`src/rtl/decode_stage.sv`:
```
// decode_stage: ARM instruction decode and operand issue.
// Decodes the fetched word, drives the register-file read ports, and registers
// the decoded fields so they line up with the one-cycle-delayed read data.
// A shifting destination scoreboard blocks read-after-write hazards until the
// producer's result is visible in the register file.
//
// Handshake: a fetch is consumed on a rising edge where fetch_valid and
// fetch_ready are both 1; fetch_ready never depends on fetch_valid except
// through hazard, and fetch must hold fetch_inst/fetch_pc stable until consumed.

`ifndef BIT_WIDTH
`define BIT_WIDTH 32
`endif
`ifndef REG_COUNT_L2
`define REG_COUNT_L2 4
`endif

module decode_stage #(
  parameter int SB_DEPTH = 3
) (
  input  logic                     clk,
  input  logic                     nreset,
  input  logic                     fetch_valid,
  input  logic [`BIT_WIDTH-1:0]    fetch_inst,
  input  logic [`BIT_WIDTH-1:0]    fetch_pc,
  output logic                     fetch_ready,
  input  logic                     stall_in,
  input  logic                     flush,
  output logic [`REG_COUNT_L2-1:0] read_addr1,
  output logic [`REG_COUNT_L2-1:0] read_addr2,
  output logic                     dec_valid,
  output logic [`BIT_WIDTH-1:0]    dec_inst,
  output logic [`BIT_WIDTH-1:0]    dec_pc,
  output logic [`REG_COUNT_L2-1:0] dec_rd,
  output logic                     dec_writes_rd,
  output logic                     dec_is_dp,
  output logic                     dec_is_mem,
  output logic                     dec_is_branch,
  output logic                     hazard
);

  localparam int RW = `REG_COUNT_L2;
  localparam logic [RW-1:0] PC_REG = '1;
  localparam logic [RW-1:0] LR_REG = RW'(14);

  typedef struct packed {
    logic          is_dp;
    logic          is_mem;
    logic          is_branch;
    logic          src1_v;
    logic [RW-1:0] src1;
    logic          src2_v;
    logic [RW-1:0] src2;
    logic          wr;
    logic [RW-1:0] rd;
  } dec_t;

  // Field extraction shared by the live fetch word and the held dec_inst.
  function automatic dec_t decode(input logic [`BIT_WIDTH-1:0] inst);
    dec_t d;
    d = '0;
    d.is_dp     = (inst[27:26] == 2'b00);
    d.is_mem    = (inst[27:26] == 2'b01);
    d.is_branch = (inst[27:25] == 3'b101);
    if (d.is_dp) begin
      d.src1_v = 1'b1;
      d.src1   = inst[19:16];
      d.src2_v = ~inst[25];
      d.src2   = inst[3:0];
      // TST/TEQ/CMP/CMN (opcode 10xx) only set flags
      d.wr     = (inst[24:23] != 2'b10);
      d.rd     = inst[15:12];
    end else if (d.is_mem) begin
      d.src1_v = 1'b1;
      d.src1   = inst[19:16];
      d.src2_v = ~inst[20];
      d.src2   = inst[15:12];
      d.wr     = inst[20];
      d.rd     = inst[15:12];
    end else if (d.is_branch) begin
      d.wr     = inst[24];
      d.rd     = LR_REG;
    end
    return d;
  endfunction

  dec_t          fd;
  dec_t          hd;
  logic          accept;
  logic          slot_new_v;
  logic [SB_DEPTH-1:0] sb_v;
  logic [RW-1:0] sb_a [SB_DEPTH];

  // Fields such as condition and immediates are carried in dec_inst only.
  logic unused_bits;
  assign unused_bits = ^{fetch_inst[31:28], fetch_inst[11:4],
                         dec_inst[31:28], dec_inst[11:4]};

  assign fd = decode(fetch_inst);
  assign hd = decode(dec_inst);

  // Read ports follow the fetch word, or the held instruction while stalled.
  always_comb begin
    read_addr1 = '0;
    read_addr2 = '0;
    if (stall_in) begin
      if (hd.src1_v) read_addr1 = hd.src1;
      if (hd.src2_v) read_addr2 = hd.src2;
    end else begin
      if (fd.src1_v) read_addr1 = fd.src1;
      if (fd.src2_v) read_addr2 = fd.src2;
    end
  end

  // RAW check of the fetch word's sources against every live scoreboard slot.
  always_comb begin
    hazard = 1'b0;
    for (int i = 0; i < SB_DEPTH; i++) begin
      if (sb_v[i] && fd.src1_v && (fd.src1 != PC_REG) && (fd.src1 == sb_a[i]))
        hazard = 1'b1;
      if (sb_v[i] && fd.src2_v && (fd.src2 != PC_REG) && (fd.src2 == sb_a[i]))
        hazard = 1'b1;
    end
    hazard = hazard & fetch_valid;
  end

  assign fetch_ready = nreset & ~flush & ~stall_in & ~hazard;
  assign accept      = fetch_valid & fetch_ready;
  // PC writes redirect through flush, so r15 never occupies a slot.
  assign slot_new_v  = accept & fd.wr & (fd.rd != PC_REG);

  // Decode register and scoreboard: reset > flush > stall > accept > bubble.
  always_ff @(posedge clk) begin
    if (!nreset) begin
      dec_valid     <= 1'b0;
      dec_inst      <= '0;
      dec_pc        <= '0;
      dec_rd        <= '0;
      dec_writes_rd <= 1'b0;
      dec_is_dp     <= 1'b0;
      dec_is_mem    <= 1'b0;
      dec_is_branch <= 1'b0;
      sb_v          <= '0;
      for (int i = 0; i < SB_DEPTH; i++) sb_a[i] <= '0;
    end else if (flush) begin
      dec_valid <= 1'b0;
      sb_v      <= '0;
    end else if (!stall_in) begin
      sb_v    <= {sb_v[SB_DEPTH-2:0], slot_new_v};
      sb_a[0] <= fd.rd;
      for (int i = 1; i < SB_DEPTH; i++) sb_a[i] <= sb_a[i-1];
      if (accept) begin
        dec_valid     <= 1'b1;
        dec_inst      <= fetch_inst;
        dec_pc        <= fetch_pc;
        dec_rd        <= fd.rd;
        dec_writes_rd <= fd.wr;
        dec_is_dp     <= fd.is_dp;
        dec_is_mem    <= fd.is_mem;
        dec_is_branch <= fd.is_branch;
      end else begin
        dec_valid <= 1'b0;
      end
    end
  end

endmodule

```
`config.mk`:
```
export PLATFORM = sky130hd
export DESIGN_NAME = decode_stage
export DESIGN_NICKNAME = d
export VERILOG_FILES = /design/src/rtl/decode_stage.sv
export SDC_FILE = /design/constraint.sdc
export NUM_CORES = 1
export LEC_CHECK = 0
export CAP_MARGIN = 20
export CORE_AREA = 5 5 107 109
export CTS_CLUSTER_DIAMETER = 60
export DETAILED_ROUTE_END_ITERATION = 7
export DIE_AREA = 0 0 112 114
export DONT_BUFFER_PORTS = 1
export GPL_TIMING_DRIVEN = 0
export HOLD_SLACK_MARGIN = 0.06
export PLACE_DENSITY = 0.55
export SETUP_SLACK_MARGIN = 0.15
export SYNTH_ARGS = -nofsm -noshare
export SYNTH_HDL_FRONTEND = slang
export SYNTH_SLANG_ARGS = --single-unit
```
`constraint.sdc`:
```
create_clock -name clk -period 2.4 [get_ports clk]
set_input_delay 0.36 -clock clk [delete_from_list [all_inputs] [get_ports clk]]
set_output_delay 0.36 -clock clk [all_outputs]
set_load 0.01 [all_outputs]
```
# After elaboration in Yosys (flattened, before gate mapping)
# Memory sizes are Yosys's and may differ from the RTL's.
# Cells that the tools add are included.
# op_classes
n_eq_ne	15
muxes	29
n_bitwise	18
n_reduce_logical	22
# op_table
cell	n
$mux W4	9
$mux W15	2
$eq A4 B4 Y1	6
$mux W10	2
$mux W5	4
$logic_and A1 B1 Y1	18
$mux W1	12
$ne A4 B4 Y1 const B	3
$not A1 Y1	8
$and A1 B1 Y1	7
$eq A3 B3 Y1 const B	2
$eq A2 B1 Y1 const B	2
$logic_not A2 Y1	2
$ne A2 B2 Y1 const B	2
$or A1 B1 Y1	3
$reduce_and A3 Y1	1
$reduce_or A2 Y1	1
# totals
register_bits	76
ram_bits	12
output_inout_bits	83
word_cells	94
n_memories	1
# memory_table
memory	depth	word_bits	rd	rd_ports_with_merged_regs	wr	line_no	source
sb_a	3	4	3	0	3	92	logic [RW-1:0] sb_a [SB_DEPTH];

# Depth between registers and ports, before layout
# depth
word_depth	19
ltp_mapped	10
ltp_nobuf	7

# Worst setup path after synthesis
# OpenSTA, ideal clock, no wires.
# synth_path
path_kind	input-to-output
from	in fetch_inst[26]
to	out fetch_ready
arrival_time_ns	1.757
slack_ns	0.283
cell_stages	8
cell_sequence	buf_6 mux2i_2 nor2_1 xor2_1 nor4_1 o21a_2 or2_2 nor2_1
# synth_via
elab_chain_cells	15
word_cells_on_any_way	39
classes_between	eq/ne (9); mux (8); bitwise (3); reduce/logical (19)
# synth_lines
element	line_no	source
start, declared	24	input logic [`BIT_WIDTH-1:0] fetch_inst,
$eq A2 B1 Y1	63	d.is_mem = (inst[27:26] == 2'b01);
$mux W10	73	end else if (d.is_mem) begin
$mux W15 *	65	if (d.is_dp) begin
$ne A4 B4 Y1 / $logic_and A1 B1 Y1 (equally long branches)	119	if (sb_v[i] && fd.src1_v && (fd.src1 != PC_REG) && (fd.src1 == sb_a[i]))
$logic_and A1 B1 Y1 (2 in series)	119	
$mux W1	119	
$mux W1	121	if (sb_v[i] && fd.src2_v && (fd.src2 != PC_REG) && (fd.src2 == sb_a[i]))
$mux W1	119	
$mux W1	121	
$mux W1	119	
$mux W1 *	121	
$and A1 B1 Y1 *	124	hazard = hazard & fetch_valid;
named net hazard	39	output logic hazard
$not A1 Y1 *	127	assign fetch_ready = nreset & ~flush & ~stall_in & ~hazard;
$and A1 B1 Y1 *	127	
end, declared	26	output logic fetch_ready,
# The timed path passes the listed nets; every way through them passes the cells marked *.

==> flow_summary.ini <==
[sta]
finalHoldViolCount = 0
setup_viol = 0
layout_setup_ws_ns = 0.152
skew_ns = 0.0156
drv_slew = 0
clock.fmax_mhz = 445
fin_crit_ns = 2.25
period_share = 0.937
holdWs_ns = 0.129
fin_tns_setup_ns = 0
worst_pin_slew_ns = 0.609
maxSlewHeadroom = 0.593
rsz0062_at_grt = yes

[clocking]
clk_latency_ns = 0.36
clkTransAtPathRegs_ns = 0.09
cts_max_path_buffers = 2
numClockSinks = 88
cts_tree = built
htree_levels = 3
cts-root-buf = clkbuf_8
holdBufCountCts = 0
cts_made_buffers = 9

[grt]
gr-total-overflow = 0
grt_use_total = 0.183
grt_util_met2 = 0.304
gr-usage-met1 = 0.223
grtUsageMet3 = 0.0668
grt_first_pass_wirelength_mm = 18.4
grt_pass1_vias = 3399
grt_max_degree = 16
antenna_found_initial = 0
grt.busiest_layer = met2

[floorplan]
fp.dieW_um = 112
die_h_um = 114
core-area_um2 = 10500
ioPinCount = 152
rows = 38
start_util = 0.430
die-area_um2 = 12800

[placed_design]
portBuffers = 0
place_ws_ns = 0.0581
dp_hpwl_mm = 8.88
gp_congestion = 0.813
dp_cells = 612

[power]
p_switching_mw = 0.774
combPwrFrac = 0.117
p_clk_frac = 0.332
p_total_mw = 2.87
p_int_mw = 2.10
power_density_nw_per_um2 = 577
seq_power_share = 0.550
p_leak_nw = 1.81
vdd_drop_max_mv = 0.298
swShare = 0.269

[outcome]
status = completed

[route]
vias_per_cell = 5.15
wirelength_mm = 11.7
drt-initial-drc-count = 210
drt-pass1-iter-count = 4
vias = 3279
ant_nets = 0
routedWlPerCell_um = 18.3
drc = 0

[setup_path]
worstSetupPathType = register to output port
required_ns = 2.04
path_max_fanout = 4
cp-end-kind = output port
worstPathArrival_ns = 1.89
start_kind = register

[cells_and_area]
drive_above_1_share = 0.155
area_delta_synth_final_pct = 10.2
diodes = 0
multi_input_area_um2 = 2210
final_cell_mix = nand2_1, mux2i_1, dfxtp_1, clkbuf_8, nor2_1
final_common_cell = nand2_1
ff_latch_area_um2 = 1880
fillCellCount = 982
finalNetCount = 561
layout.cells.non_filler = 637

[yosys]
yosysTopAreaCell = dfxtp_1
synthTopCellsByArea = dfxtp_1, mux2i_1, nand2_1
synth-seq-area-share = 0.416
synthCells = 471
syn_area_um2 = 4520
synth_area_per_cell_um2 = 9.60
yosys.area.top_type_share = 0.336
ys_types = 43
synth_warnings = 0
yosys_register_bits = 88
syn_nets = 540

[min_path]
hp-class = input port to register

[run]
maxCapViolations = 0
-- critical path, stage by stage, from the launching register on --
cell and delay, ns:
edfxtp_1 0.45, buf_4 0.17, xor2_1 0.19, nor4_2 0.07, o21a_2 0.25, or2_4 0.29
nor2_4 0.11
-- stage by stage --
step | instance area (µm²) | utilization
finish | 4990 | 0.475
CTS | 4920 | 0.469
floorplan | 4520 | -
global placement | 4700 | 0.447
global route | 4990 | 0.475
detailed placement | 4710 | 0.448
-- synth_stat cells (all sizes together) --
cell and count:
nor4bb 1, a31oi 3, and2 8, nand4 4, xnor2 9, o211ai 1
or4b 1, or3 1, dfxtp 76, o32ai 9, nand3 7, inv 5
dlygate4sd3 2, and4 1, nand2 149, or2b 2, edfxtp 12, or2 2
a21oi 7, and3b 1, buf 14, nand4b 1, nor2 17, nand2b 4
clkbuf 19, xor2 13, nor4 3, nor3 1, nand3b 3, and2b 1
o21ai 5, a21bo 3, nor2b 1, o21a 1, mux2i 83, a211oi 1
-- repair_timing --
action                     CTS  global route
buffers inserted             4             5
pin swaps                    7             2
gates cloned                 0             0
resized for setup            3             4
setup endpoints to repair    2            72
hold endpoints to repair     0             0
-- final timing paths --
path	from	to	slack, ns	cells past startpoint
worst min-delay path	fetch_pc[0]	dec_pc[0]	0.13	2
worst min register to register	dec_pc[2]	dec_pc[2]	0.51	2
worst max-delay path	sb_a[0][9]	fetch_ready	0.15	6
worst max register to register	sb_a[0][9]	dec_pc[19]	0.23	10
-- sequential cells by signal, summed over array words and instances, names as in the netlist, 3 cells and up --
name	cells
dec_inst	32
dec_pc	32
sb_a	12
dec_rd	4
sb_v	3
-- area by class of cell --
cell class                 count  area share
sequential                    88       0.377
clock inverter                 5     0.00728
multi-input combinational    343       0.443
tap                          140      0.0351
clock buffer                  11      0.0284
buffer                        35      0.0896
timing repair buffer          10      0.0151
inverter                       5     0.00376
-- logic make-up (layout without fill, tap and decap cells) --
logic type	count (synthesis)	count (layout)	share of synthesized area
buffers and inverters	40	66	0.103
XOR/XNOR	22	22	0.0426
AO/OA/AOI/OAI	30	30	0.0509
AND/OR/NAND/NOR	208	208	0.202
multiplexers	83	83	0.185
flip-flops	88	88	0.416
-- routing by layer --
| metal | share of wire | wire, µm |
|---|---|---|
| met5 | 0 | 0 |
| met3 | 0.091 | 1060 |
| met2 | 0.48 | 5570 |
| met4 | 0.014 | 160 |
| met1 | 0.42 | 4890 |
-- power groups by stage --
stage / Combinational, mW / Sequential, mW / Clock [mW]
after global routing: 0.371 / 1.59 / 1.07
after global placement: 0.311 / 1.62 / 0
after detailed placement: 0.319 / 1.62 / 0
after floorplan: 0.259 / 1.60 / 0
final: 0.337 / 1.58 / 0.956
after CTS: 0.328 / 1.58 / 0.999
No activity file was read; power rests on OpenSTA's default activity.
